===== config.mk =====
export PLATFORM = sky130hd
export DESIGN_NAME = lbus_reg_bridge
export DESIGN_NICKNAME = d
export VERILOG_FILES = /design/src/rtl/lbus_reg_bridge_pkg.sv /design/src/rtl/lbus_wr_detect.sv /design/src/rtl/lbus_reg_bridge.sv
export SDC_FILE = /design/constraint.sdc
export NUM_CORES = 1
export LEC_CHECK = 0
export CAP_MARGIN = 10
export CORE_MARGIN = 4
export CORE_UTILIZATION = 30
export CTS_CLUSTER_DIAMETER = 40
export DETAILED_ROUTE_END_ITERATION = 8
export PLACE_DENSITY_LB_ADDON = 0.3
export SLEW_MARGIN = 20
export SYNTH_ARGS = -nofsm -noshare
export SYNTH_HDL_FRONTEND = slang
export SYNTH_SLANG_ARGS = --single-unit

===== constraint.sdc =====
create_clock -name lbus_clkn -period 4.1 [get_ports lbus_clkn]
set_clock_uncertainty 0.1 [all_clocks]
set_input_delay 0.82 -clock lbus_clkn [delete_from_list [all_inputs] [get_ports lbus_clkn]]
set_output_delay 0.82 -clock lbus_clkn [all_outputs]
set_load 0.01 [all_outputs]

===== src/rtl/lbus_reg_bridge_pkg.sv =====
// Local-bus register bridge shared definitions.
// Address map, status and control bit positions.
package lbus_reg_bridge_pkg;

  localparam int unsigned N_WORDS_D = 7;

  localparam logic [15:0] OP_BASE_D   = 16'h0100;
  localparam logic [15:0] OP_LAST_D   = 16'h0110;
  localparam logic [15:0] CTRL_ADDR_D = 16'h0002;
  localparam logic [15:0] STAT_ADDR_D = 16'h0000;
  localparam logic [15:0] RES_ADDR_D  = 16'h0180;

  localparam int STAT_BUSY = 0;
  localparam int STAT_DONE = 1;
  localparam int STAT_ERR  = 2;

  localparam int CTRL_START   = 0;
  localparam int CTRL_CLR_ERR = 1;

endpackage


===== src/rtl/lbus_wr_detect.sv =====
// Local-bus write strobe detector.
// Tracks previous wrn to find the 1->0 commit edge.
module lbus_wr_detect (
  input  logic i_clk,
  input  logic i_rstn,
  input  logic i_wrn,
  output logic o_commit,
  output logic o_addr_ph
);

  logic r_wrn_q;

  // previous-cycle wrn level
  always_ff @(posedge i_clk or negedge i_rstn) begin
    if (!i_rstn) r_wrn_q <= 1'b0;
    else         r_wrn_q <= i_wrn;
  end

  assign o_commit  = r_wrn_q & ~i_wrn;
  assign o_addr_ph = i_wrn;

endmodule


===== src/rtl/lbus_reg_bridge.sv =====
// Local-bus slave: operand register file, start/status
// control and registered read-back for the crypto core.
module lbus_reg_bridge
  import lbus_reg_bridge_pkg::*;
#(
  parameter int unsigned N_WORDS   = N_WORDS_D,
  parameter logic [15:0] OP_BASE   = OP_BASE_D,
  parameter logic [15:0] OP_LAST   = OP_LAST_D,
  parameter logic [15:0] CTRL_ADDR = CTRL_ADDR_D,
  parameter logic [15:0] STAT_ADDR = STAT_ADDR_D,
  parameter logic [15:0] RES_ADDR  = RES_ADDR_D
) (
  input  logic                   lbus_clkn,
  input  logic                   lbus_rstn,
  input  logic [15:0]            lbus_di_a,
  input  logic                   lbus_wrn,
  input  logic                   lbus_rdn,
  output logic [15:0]            lbus_do,
  output logic [32*N_WORDS-1:0]  op_data,
  output logic                   core_start,
  input  logic                   core_busy,
  input  logic                   core_done,
  input  logic [31:0]            core_result,
  output logic                   err_flag
);

  localparam int SW = $clog2(2*N_WORDS);
  localparam int unsigned LO_HALVES = 2*(N_WORDS-1);

  logic [15:0]           r_addr;
  logic [15:0]           r_do;
  logic [32*N_WORDS-1:0] r_op;
  logic [31:0]           r_res;
  logic                  r_start;
  logic                  r_done;
  logic                  r_err;

  logic [15:0]   w_off;
  logic [15:0]   w_rd;
  logic [SW-1:0] w_sel;
  logic          w_commit;
  logic          w_addr_ph;
  logic          w_op_hit;
  logic          w_ctrl_hit;
  logic          w_stat_hit;
  logic          w_res_lo;
  logic          w_res_hi;
  logic          w_op_wr;
  logic          w_start_set;
  logic          w_err_set;
  logic          w_err_clr;

  lbus_wr_detect u_wr_detect (
    .i_clk     (lbus_clkn),
    .i_rstn    (lbus_rstn),
    .i_wrn     (lbus_wrn),
    .o_commit  (w_commit),
    .o_addr_ph (w_addr_ph)
  );

  assign w_off      = r_addr - OP_BASE;
  assign w_ctrl_hit = (r_addr == CTRL_ADDR);
  assign w_stat_hit = (r_addr == STAT_ADDR);
  assign w_res_lo   = (r_addr == RES_ADDR);
  assign w_res_hi   = (r_addr == RES_ADDR + 16'd1);

  // operand address decode to a 16-bit half index
  always_comb begin
    w_op_hit = 1'b0;
    w_sel    = '0;
    if (w_off < 16'(LO_HALVES)) begin
      w_op_hit = 1'b1;
      w_sel    = w_off[SW-1:0];
    end else if (r_addr == OP_LAST) begin
      w_op_hit = 1'b1;
      w_sel    = SW'(LO_HALVES);
    end else if (r_addr == OP_LAST + 16'd1) begin
      w_op_hit = 1'b1;
      w_sel    = SW'(LO_HALVES + 1);
    end
  end

  assign w_op_wr     = w_commit & w_op_hit & ~core_busy;
  assign w_start_set = w_commit & w_ctrl_hit
                     & lbus_di_a[CTRL_START] & ~core_busy;
  assign w_err_clr   = w_commit & w_ctrl_hit
                     & lbus_di_a[CTRL_CLR_ERR];
  assign w_err_set   = w_commit & core_busy
                     & (w_op_hit
                        | (w_ctrl_hit & lbus_di_a[CTRL_START]));

  // read-back mux over the latched address
  always_comb begin
    w_rd = '0;
    unique case (1'b1)
      w_stat_hit: begin
        w_rd[STAT_BUSY] = core_busy;
        w_rd[STAT_DONE] = r_done;
        w_rd[STAT_ERR]  = r_err;
      end
      w_res_lo: w_rd = r_res[15:0];
      w_res_hi: w_rd = r_res[31:16];
      w_op_hit: w_rd = r_op[{w_sel, 4'b0} +: 16];
      default:  w_rd = '0;
    endcase
  end

  // address latch: last address-phase value wins
  always_ff @(posedge lbus_clkn or negedge lbus_rstn) begin
    if (!lbus_rstn)     r_addr <= '0;
    else if (w_addr_ph) r_addr <= lbus_di_a;
  end

  // operand half-word writes
  always_ff @(posedge lbus_clkn or negedge lbus_rstn) begin
    if (!lbus_rstn)   r_op <= '0;
    else if (w_op_wr) r_op[{w_sel, 4'b0} +: 16] <= lbus_di_a;
  end

  // start pulse, sticky done/err, result capture
  always_ff @(posedge lbus_clkn or negedge lbus_rstn) begin
    if (!lbus_rstn) begin
      r_start <= 1'b0;
      r_done  <= 1'b0;
      r_err   <= 1'b0;
      r_res   <= '0;
    end else begin
      r_start <= w_start_set;
      r_err   <= (r_err & ~w_err_clr) | w_err_set;
      if (core_done)        r_done <= 1'b1;
      else if (w_start_set) r_done <= 1'b0;
      if (core_done)        r_res  <= core_result;
    end
  end

  // registered read data; a commit takes priority
  always_ff @(posedge lbus_clkn or negedge lbus_rstn) begin
    if (!lbus_rstn)                r_do <= '0;
    else if (!lbus_rdn && !w_commit) r_do <= w_rd;
  end

  assign lbus_do    = r_do;
  assign op_data    = r_op;
  assign core_start = r_start;
  assign err_flag   = r_err;

endmodule


==> flow_metrics.env <==
export IMPL_nNetsFinal=1649
export IMPL_reg2reg_depth=9
export IMPL_crit_type="reg2reg"
export IMPL_die_area_sq_mm=0.05025
export IMPL_layout_cells_most_common="clkdlybuf4s50_1"
export IMPL_max_clock_path_buffers=3
export IMPL_coreArea_sq_mm=0.04577
export IMPL_hold_ws_ps=260.2
export IMPL_min_period_ps=3854
export IMPL_track_usage_pct=23.91
export IMPL_wl_per_cell_microns=27.74
export IMPL_holdBufCountCts=0
export IMPL_seqCellArea_sq_mm=0.007308
export IMPL_pwr_density_cell_mw_per_mm2=366.1
export IMPL_ctsResizeCount=0
export IMPL_cts_made_buffers=47
export IMPL_grt_max_degree=106
export IMPL_seq_area_frac_synth_pct=52.12
export IMPL_place_congestion=0.9349
export IMPL_slew_violations=0
export IMPL_fillerInstances=4302
export IMPL_path_clk_slew_ps=50
export IMPL_setup_viol=0
export IMPL_netlist_instances=1250
export IMPL_drt_iter0_markers=907
export IMPL_antenna_left=0
export IMPL_io_pins=296
export IMPL_port_buffers=295
export IMPL_num_rows=78
export IMPL_dpl_hpwl_microns=45610
export IMPL_first_pass_iters=5
export IMPL_end_kind="register"
export IMPL_antenna_found_initial=1
export IMPL_setup_tns_final_ps=0
export IMPL_cts_root_buf="clkbuf_16"
export IMPL_ctsHtreeMaxLevel=2
export IMPL_multi_input_comb_area_sq_mm=0.006336
export IMPL_syn_avg_cell_area_sq_um=11.22
export IMPL_vias=12211
export IMPL_synth_edf_count=0
export IMPL_ir_drop_v=0.0002935
export IMPL_syn_nets=1305
export IMPL_leakage_nw=8.540
export IMPL_final_core_util_pct=43.00
export IMPL_initial_core_util_pct=30.63
export IMPL_fmax_mhz=259.5
export IMPL_worst_pin_slew_ps=1057
export IMPL_ys_flop_type="dfrtp_1"
export IMPL_hold_violations=0
export IMPL_tritoncts="done"
export IMPL_syn_area_sq_mm=0.01402
export IMPL_ys_warn_count=0
export IMPL_post_cts_buffers=0
export IMPL_hp_class="in2async"
export IMPL_start_kind="register"
export IMPL_synthToLayoutAreaGrowth_pct=40.39
export IMPL_cp_data_required_time_ps=4450
export IMPL_routed_wl_microns=61840
export IMPL_cts_sinks=292
export IMPL_cp_data_arrival_time_ps=4200
export IMPL_ys_seq_elements=292
export IMPL_finalPower_mw=7.207
export IMPL_die_w_microns=224.2
export IMPL_path_max_fanout=16
export IMPL_grt_pass1_wl_microns=88930
export IMPL_drive_gt1_share_pct=25.43
export IMPL_finalCritPeriodShare_pct=94.00
export IMPL_dieHeight_microns=224.2
export IMPL_async_flop_share_pct=100.0
export IMPL_status="complete, no violations"
export IMPL_route_detailed_drc=0
export IMPL_insertion_delay_ps=570
export IMPL_rsz0062_at_grt="no"
export IMPL_overflow=0
export IMPL_slew_headroom_pct=29.06
export IMPL_yosys_cell_types_count=68
export IMPL_vias_per_cell=5.478
export IMPL_maxCapViolCount=0
export IMPL_grt_pass1_vias=12568
export IMPL_final_cell_mix="clkdlybuf4s50_1, dfrtp_1, mux2_2, nand2_1, buf_4"
==> state kept, by name, summed over array words and instances (netlist names) <==
signal               flops
r_done                   1
lbus_do                 16
op_data                224
r_addr                  16
core_start               1
u_wr_detect.r_wrn_q      1
r_res                   32
err_flag                 1
==> metal layers <==
layer | share of wire (%) | global-route usage [%]
met1 | 43 | 31.98
met5 | 0 | 0
met3 | 8.2 | 6.329
met2 | 46 | 37.45
met4 | 3.6 | 8.913
==> cell usage after synthesis (all sizes together) (4+ instances only) <==
cell type / count / area share, %
inv: 10 / 0.27
a31oi: 16 / 0.71
a211oi: 31 / 1.8
nand2: 187 / 5.0
nor4: 14 / 1.1
o31ai: 8 / 0.43
mux2: 227 / 19
o221ai: 4 / 0.25
nand4: 18 / 0.80
or4: 6 / 0.32
buf: 20 / 0.88
nor3: 23 / 0.86
o21ai: 77 / 2.7
nor2b: 5 / 0.22
o211ai: 5 / 0.27
mux2i: 51 / 3.6
dfrtp: 292 / 52
clkbuf: 68 / 1.8
a21oi: 35 / 1.2
nor2: 25 / 0.69
nand3: 46 / 1.7
and3: 25 / 1.1
==> layout make-up <==
| class | instances | area share, % |
|---|---|---|
| sequential | 292 | 37.13 |
| multi-input combinational | 860 | 32.19 |
| timing repair buffer | 383 | 18.96 |
| clock buffer | 66 | 6.846 |
| tap | 600 | 3.814 |
| clock inverter | 17 | 0.8582 |
| inverter | 10 | 0.1907 |
| antenna | 1 | 0.01271 |
==> worst max-delay path, cell delays in order, from the launching register on <==
cell	delay (ps)
dfrtp_1	450
or4_1	750
nor4_4	390
and3_1	240
inv_1	70
ha_1	440
inv_1	170
or4_1	540
buf_4	250
mux2_4	330
==> power breakdown <==
group | leakage (nW) | total [mW] | switching [mW] | internal [mW]
clock | 0.728 | 3.83 | 1.42 | 2.41
sequential | 3.96 | 2.98 | 0.0459 | 2.94
combinational | 3.85 | 0.393 | 0.242 | 0.151
total | 8.54 | 7.21 | 1.71 | 5.50
==> cell families (layout without fill, tap and decap cells) <==
family | Yosys count | count (layout) | synth area share [%]
AO/OA/AOI/OAI | 212 | 212 | 9.684
XOR/XNOR | 2 | 2 | 0.1250
adder cells (fa/ha/maj) | 1 | 1 | 0.08923
buffers and inverters | 98 | 476 | 2.972
flip-flops | 292 | 292 | 52.12
multiplexers | 278 | 278 | 22.14
other | 0 | 1 | 0
AND/OR/NAND/NOR | 367 | 367 | 12.87
==> worst paths after layout <==
path	startpoint	to	slack, ps
hold reg to reg	r_res[17]	r_res[17]	410
max in group asynchronous	lbus_rstn	op_data[27]	2700
min in group lbus_clkn	r_res[17]	r_res[17]	410
setup / recovery	r_addr[6]	op_data[110]	250
hold / removal	lbus_rstn	r_res[26]	260
setup reg to reg	r_addr[6]	op_data[110]	250
==> per-stage QoR <==
step | std cells | cell area, sq um | worst slack [ps]
6_report | 2229 | 19680 | 245.8
5_1_grt | 2228 | 19680 | 46.24
4_1_cts | 2228 | 19680 | 247.3
3_5_place_dp | 2145 | 18160 | 246.5
3_3_place_gp | 2145 | 18160 | 309.8
2_1_floorplan | 1250 | 14020 | 115.6
(Power assumes the default switching activity.)
==> patch, RTL diff (same flow settings) <==
Register the inputs `lbus_di_a`, `lbus_wrn`, `lbus_rdn`, `core_busy`, `core_done` and `core_result` before use, with the module's reset. The logic sees them one clock later.
--- a/src/rtl/lbus_reg_bridge.sv
+++ b/src/rtl/lbus_reg_bridge.sv
@@ -27,6 +27,31 @@
   localparam int SW = $clog2(2*N_WORDS);
   localparam int unsigned LO_HALVES = 2*(N_WORDS-1);
 
+  logic [15:0] lbus_di_a_q;
+  logic lbus_wrn_q;
+  logic lbus_rdn_q;
+  logic core_busy_q;
+  logic core_done_q;
+  logic [31:0] core_result_q;
+
+  always_ff @(posedge lbus_clkn or negedge lbus_rstn) begin
+    if (!lbus_rstn) begin
+      lbus_di_a_q   <= '0;
+      lbus_wrn_q    <= '0;
+      lbus_rdn_q    <= '0;
+      core_busy_q   <= '0;
+      core_done_q   <= '0;
+      core_result_q <= '0;
+    end else begin
+      lbus_di_a_q   <= lbus_di_a;
+      lbus_wrn_q    <= lbus_wrn;
+      lbus_rdn_q    <= lbus_rdn;
+      core_busy_q   <= core_busy;
+      core_done_q   <= core_done;
+      core_result_q <= core_result;
+    end
+  end
+
   logic [15:0]           r_addr;
   logic [15:0]           r_do;
   logic [32*N_WORDS-1:0] r_op;
@@ -53,7 +78,7 @@
   lbus_wr_detect u_wr_detect (
     .i_clk     (lbus_clkn),
     .i_rstn    (lbus_rstn),
-    .i_wrn     (lbus_wrn),
+    .i_wrn     (lbus_wrn_q),
     .o_commit  (w_commit),
     .o_addr_ph (w_addr_ph)
   );
@@ -80,21 +105,21 @@
     end
   end
 
-  assign w_op_wr     = w_commit & w_op_hit & ~core_busy;
+  assign w_op_wr     = w_commit & w_op_hit & ~core_busy_q;
   assign w_start_set = w_commit & w_ctrl_hit
-                     & lbus_di_a[CTRL_START] & ~core_busy;
+                     & lbus_di_a_q[CTRL_START] & ~core_busy_q;
   assign w_err_clr   = w_commit & w_ctrl_hit
-                     & lbus_di_a[CTRL_CLR_ERR];
-  assign w_err_set   = w_commit & core_busy
+                     & lbus_di_a_q[CTRL_CLR_ERR];
+  assign w_err_set   = w_commit & core_busy_q
                      & (w_op_hit
-                        | (w_ctrl_hit & lbus_di_a[CTRL_START]));
+                        | (w_ctrl_hit & lbus_di_a_q[CTRL_START]));
 
   // read-back mux over the latched address
   always_comb begin
     w_rd = '0;
     unique case (1'b1)
       w_stat_hit: begin
-        w_rd[STAT_BUSY] = core_busy;
+        w_rd[STAT_BUSY] = core_busy_q;
         w_rd[STAT_DONE] = r_done;
         w_rd[STAT_ERR]  = r_err;
       end
@@ -108,13 +133,13 @@
   // address latch: last address-phase value wins
   always_ff @(posedge lbus_clkn or negedge lbus_rstn) begin
     if (!lbus_rstn)     r_addr <= '0;
-    else if (w_addr_ph) r_addr <= lbus_di_a;
+    else if (w_addr_ph) r_addr <= lbus_di_a_q;
   end
 
   // operand half-word writes
   always_ff @(posedge lbus_clkn or negedge lbus_rstn) begin
     if (!lbus_rstn)   r_op <= '0;
-    else if (w_op_wr) r_op[{w_sel, 4'b0} +: 16] <= lbus_di_a;
+    else if (w_op_wr) r_op[{w_sel, 4'b0} +: 16] <= lbus_di_a_q;
   end
 
   // start pulse, sticky done/err, result capture
@@ -127,16 +152,16 @@
     end else begin
       r_start <= w_start_set;
       r_err   <= (r_err & ~w_err_clr) | w_err_set;
-      if (core_done)        r_done <= 1'b1;
+      if (core_done_q)        r_done <= 1'b1;
       else if (w_start_set) r_done <= 1'b0;
-      if (core_done)        r_res  <= core_result;
+      if (core_done_q)        r_res  <= core_result_q;
     end
   end
 
   // registered read data; a commit takes priority
   always_ff @(posedge lbus_clkn or negedge lbus_rstn) begin
     if (!lbus_rstn)                r_do <= '0;
-    else if (!lbus_rdn && !w_commit) r_do <= w_rd;
+    else if (!lbus_rdn_q && !w_commit) r_do <= w_rd;
   end
 
   assign lbus_do    = r_do;
Formal check against the unedited RTL: not equivalent (a bounded check fails within 4 cycles, from zero or initial values and one cycle with lbus_rstn low).
==> patch against the unedited design <==
  * Setup slack better by 0.080 ns
  * Final area is 8.4% higher
  * Wire length is 1.9% lower
  * Via count is 1.3% lower
  * Synthesized area is 8.5% higher
  * Total power is 26% higher
  * Highest routed layer is now met5
  * Sequential cell count is 52 higher
  * Clock power is 34% higher
==> patch: results (changes against the unedited design) <==
metric;value;unit;change
complex-gate fraction of the synthesized area;0.0741;;-0.0227
via count;12100;;-1.3%
M1 WL;25.2;mm;-4.5%
Root Buffer Master;clkbuf_16;;
antenna violations before repair;1;;unchanged
top sig layer;met5;;
total global-route track usage;0.219;;-0.0197
most area-hungry cell type in the Yosys netlist;dfrtp_1;;
drt pass-1 iters;7;;+2
Placed Cells incl. Taps;2206;;+2.8%
CTS clk-pin slew, worst paths;0.06;ns;
Synth Area in XOR/XNOR;0.00115;;-0.0000983
number of flip-flops in the largest register;224;;unchanged
CP arrival;4.16;ns;-0.04 ns
CP max stage delay;0.61;ns;-0.14 ns
routed wl met2;29.4;mm;+4.3%
max-cap violation count;0;;unchanged
worst-skew pair later-pin latency;0.61;ns;+0.04 ns
Netlist cell types;72;;+5.9%
Inserted Clock Buffers;60;;+28%
Lkg Pwr;9.17;nW;+7.4%
Worst Hold Class;primary input to async pin;;
status;complete, no violations;;
diode count;0;;-1
vias in the first global route;12700;;+0.84%
Mapped Nets;1311;;+0.46%
wire length on met3;4.55;mm;-9.9%
setup bufs post-CTS;0;;unchanged
Synth Area per Inst;12.1;µm²;+8.0%
hpwl dp;43.7;mm;-4.3%
Seq/Total Area, Yosys;0.566;;+0.0445
Layout Nets;1651;;+0.12%
Synth top area share;0.566;;+0.0445
drt initial violations;899;;-0.88%
most frequent cells after synthesis;dfrtp_1 (344), mux2_2 (218), nand2_1 (162);;
wire per inst;26.2;µm;-5.7%
filler cell count;4786;;+11%
global-route wire length before repair;87.7;mm;-1.4%
CP max-delay cell;or4_4;;
share of layout cells above drive strength 1;0.256;;+0.00177
DRT Wirelength;60.7;mm;-1.9%
adder-cell share of the synthesized area;0.000822;;-0.0000702
VDD IR max;282;µV;-3.9%
Critical Path Fanout Max;16;;unchanged
gp weighted congestion;0.929;;-0.63%
# DRC;0;;unchanged
Clock Tree Buf Depth;3;;unchanged
mux cell area share after synthesis;0.220;;-0.00180
Synth async-reset ratio;1.00;;unchanged
buffers added on ports;295;;unchanged
Post-CTS Resized;0;;unchanged
Synth area leaders;dfrtp_1 (57%), mux2_2 (16%), mux2i_1 (4.3%);;
pin count of the biggest net entering global routing;88;;-17%
H-Tree Depth;2;;unchanged
Slew HR;0.368;;+0.0777
Yosys warning total;0;;unchanged
## patch: cell count changes after synthesis, moves of 14 or more
cell / before / now
and3_1: 25 / 6
dfrtp_1: 292 / 344
mux2_1: 0 / 21
mux2i_1: 51 / 65
nand2_1: 187 / 162
o21ai_0: 75 / 59
## patch: path summary, 6_finish.rpt
check,from,endpoint,slack [ns],depth (start not counted)
min in group lbus_clkn,core_result_q[23],r_res[23],0.37,1
max in group asynchronous,lbus_rstn,op_data[90],2.80,2
worst max register to register,r_addr[9],op_data[119],0.33,11
worst min-delay path,lbus_rstn,core_result_q[0],0.11,1
worst max-delay path,r_addr[9],op_data[119],0.33,11
worst min register to register,core_result_q[23],r_res[23],0.37,1
## patch: per-layer routing
metal / vias up / track usage
li1: 5242 / -
met1: 6235 / 0.285
met2: 482 / 0.364
met3: 91 / 0.0528
met4: 2 / 0.0646
met5: - / 0
## patch: metrics by stage
step           power, mW  instance area [µm²]   util  worst slack, ns
2_1_floorplan       3.74                15200      -           0.0604
3_3_place_gp        3.99                19200  0.383            0.445
3_5_place_dp        3.99                19200  0.383            0.372
4_1_cts             9.18                21300  0.425            0.362
5_1_grt             9.38                21300  0.425            0.151
6_report            9.08                21300  0.425            0.325
## patch: cells by family after synthesis
group                      Yosys count
AOI/OAI and AO/OA                  179
xor gates and xnor gates             2
adders and majority gates            1
buffers and inverters               88
DFF                                344
muxes                              304
and+or+nand+nor                    338
## patch: where the power goes
part / internal, mW / leakage (nW) / total (mW) / switching [mW]
Sequential: 3.47 / 4.57 / 3.57 / 0.0947
Clock: 3.27 / 1.02 / 5.15 / 1.88
Combinational: 0.148 / 3.59 / 0.360 / 0.212
Total: 6.90 / 9.17 / 9.08 / 2.18
## patch: area by class of cell
type                       instances  area [µm²]  area share
clock buffer                      71        1640      0.0767
clock inverter                    43         478      0.0224
inverter                           7        26.3     0.00123
multi-input combinational        824        6240       0.292
sequential                       344        8610       0.404
tap                              672         841      0.0394
timing repair buffer             359        3500       0.164
## patch: worst max-delay path: cells and delay by family (launching register included)
| kind | cells | cell delay (ns) |
|---|---|---|
| multiplexers | 1 | 0.38 |
| AO/OA/AOI/OAI | 1 | 0.18 |
| buffers and inverters | 2 | 0.40 |
| adder cells (fa/ha/maj) | 1 | 0.28 |
| flip-flops | 1 | 0.41 |
| AND/OR/NAND/NOR | 6 | 1.90 |
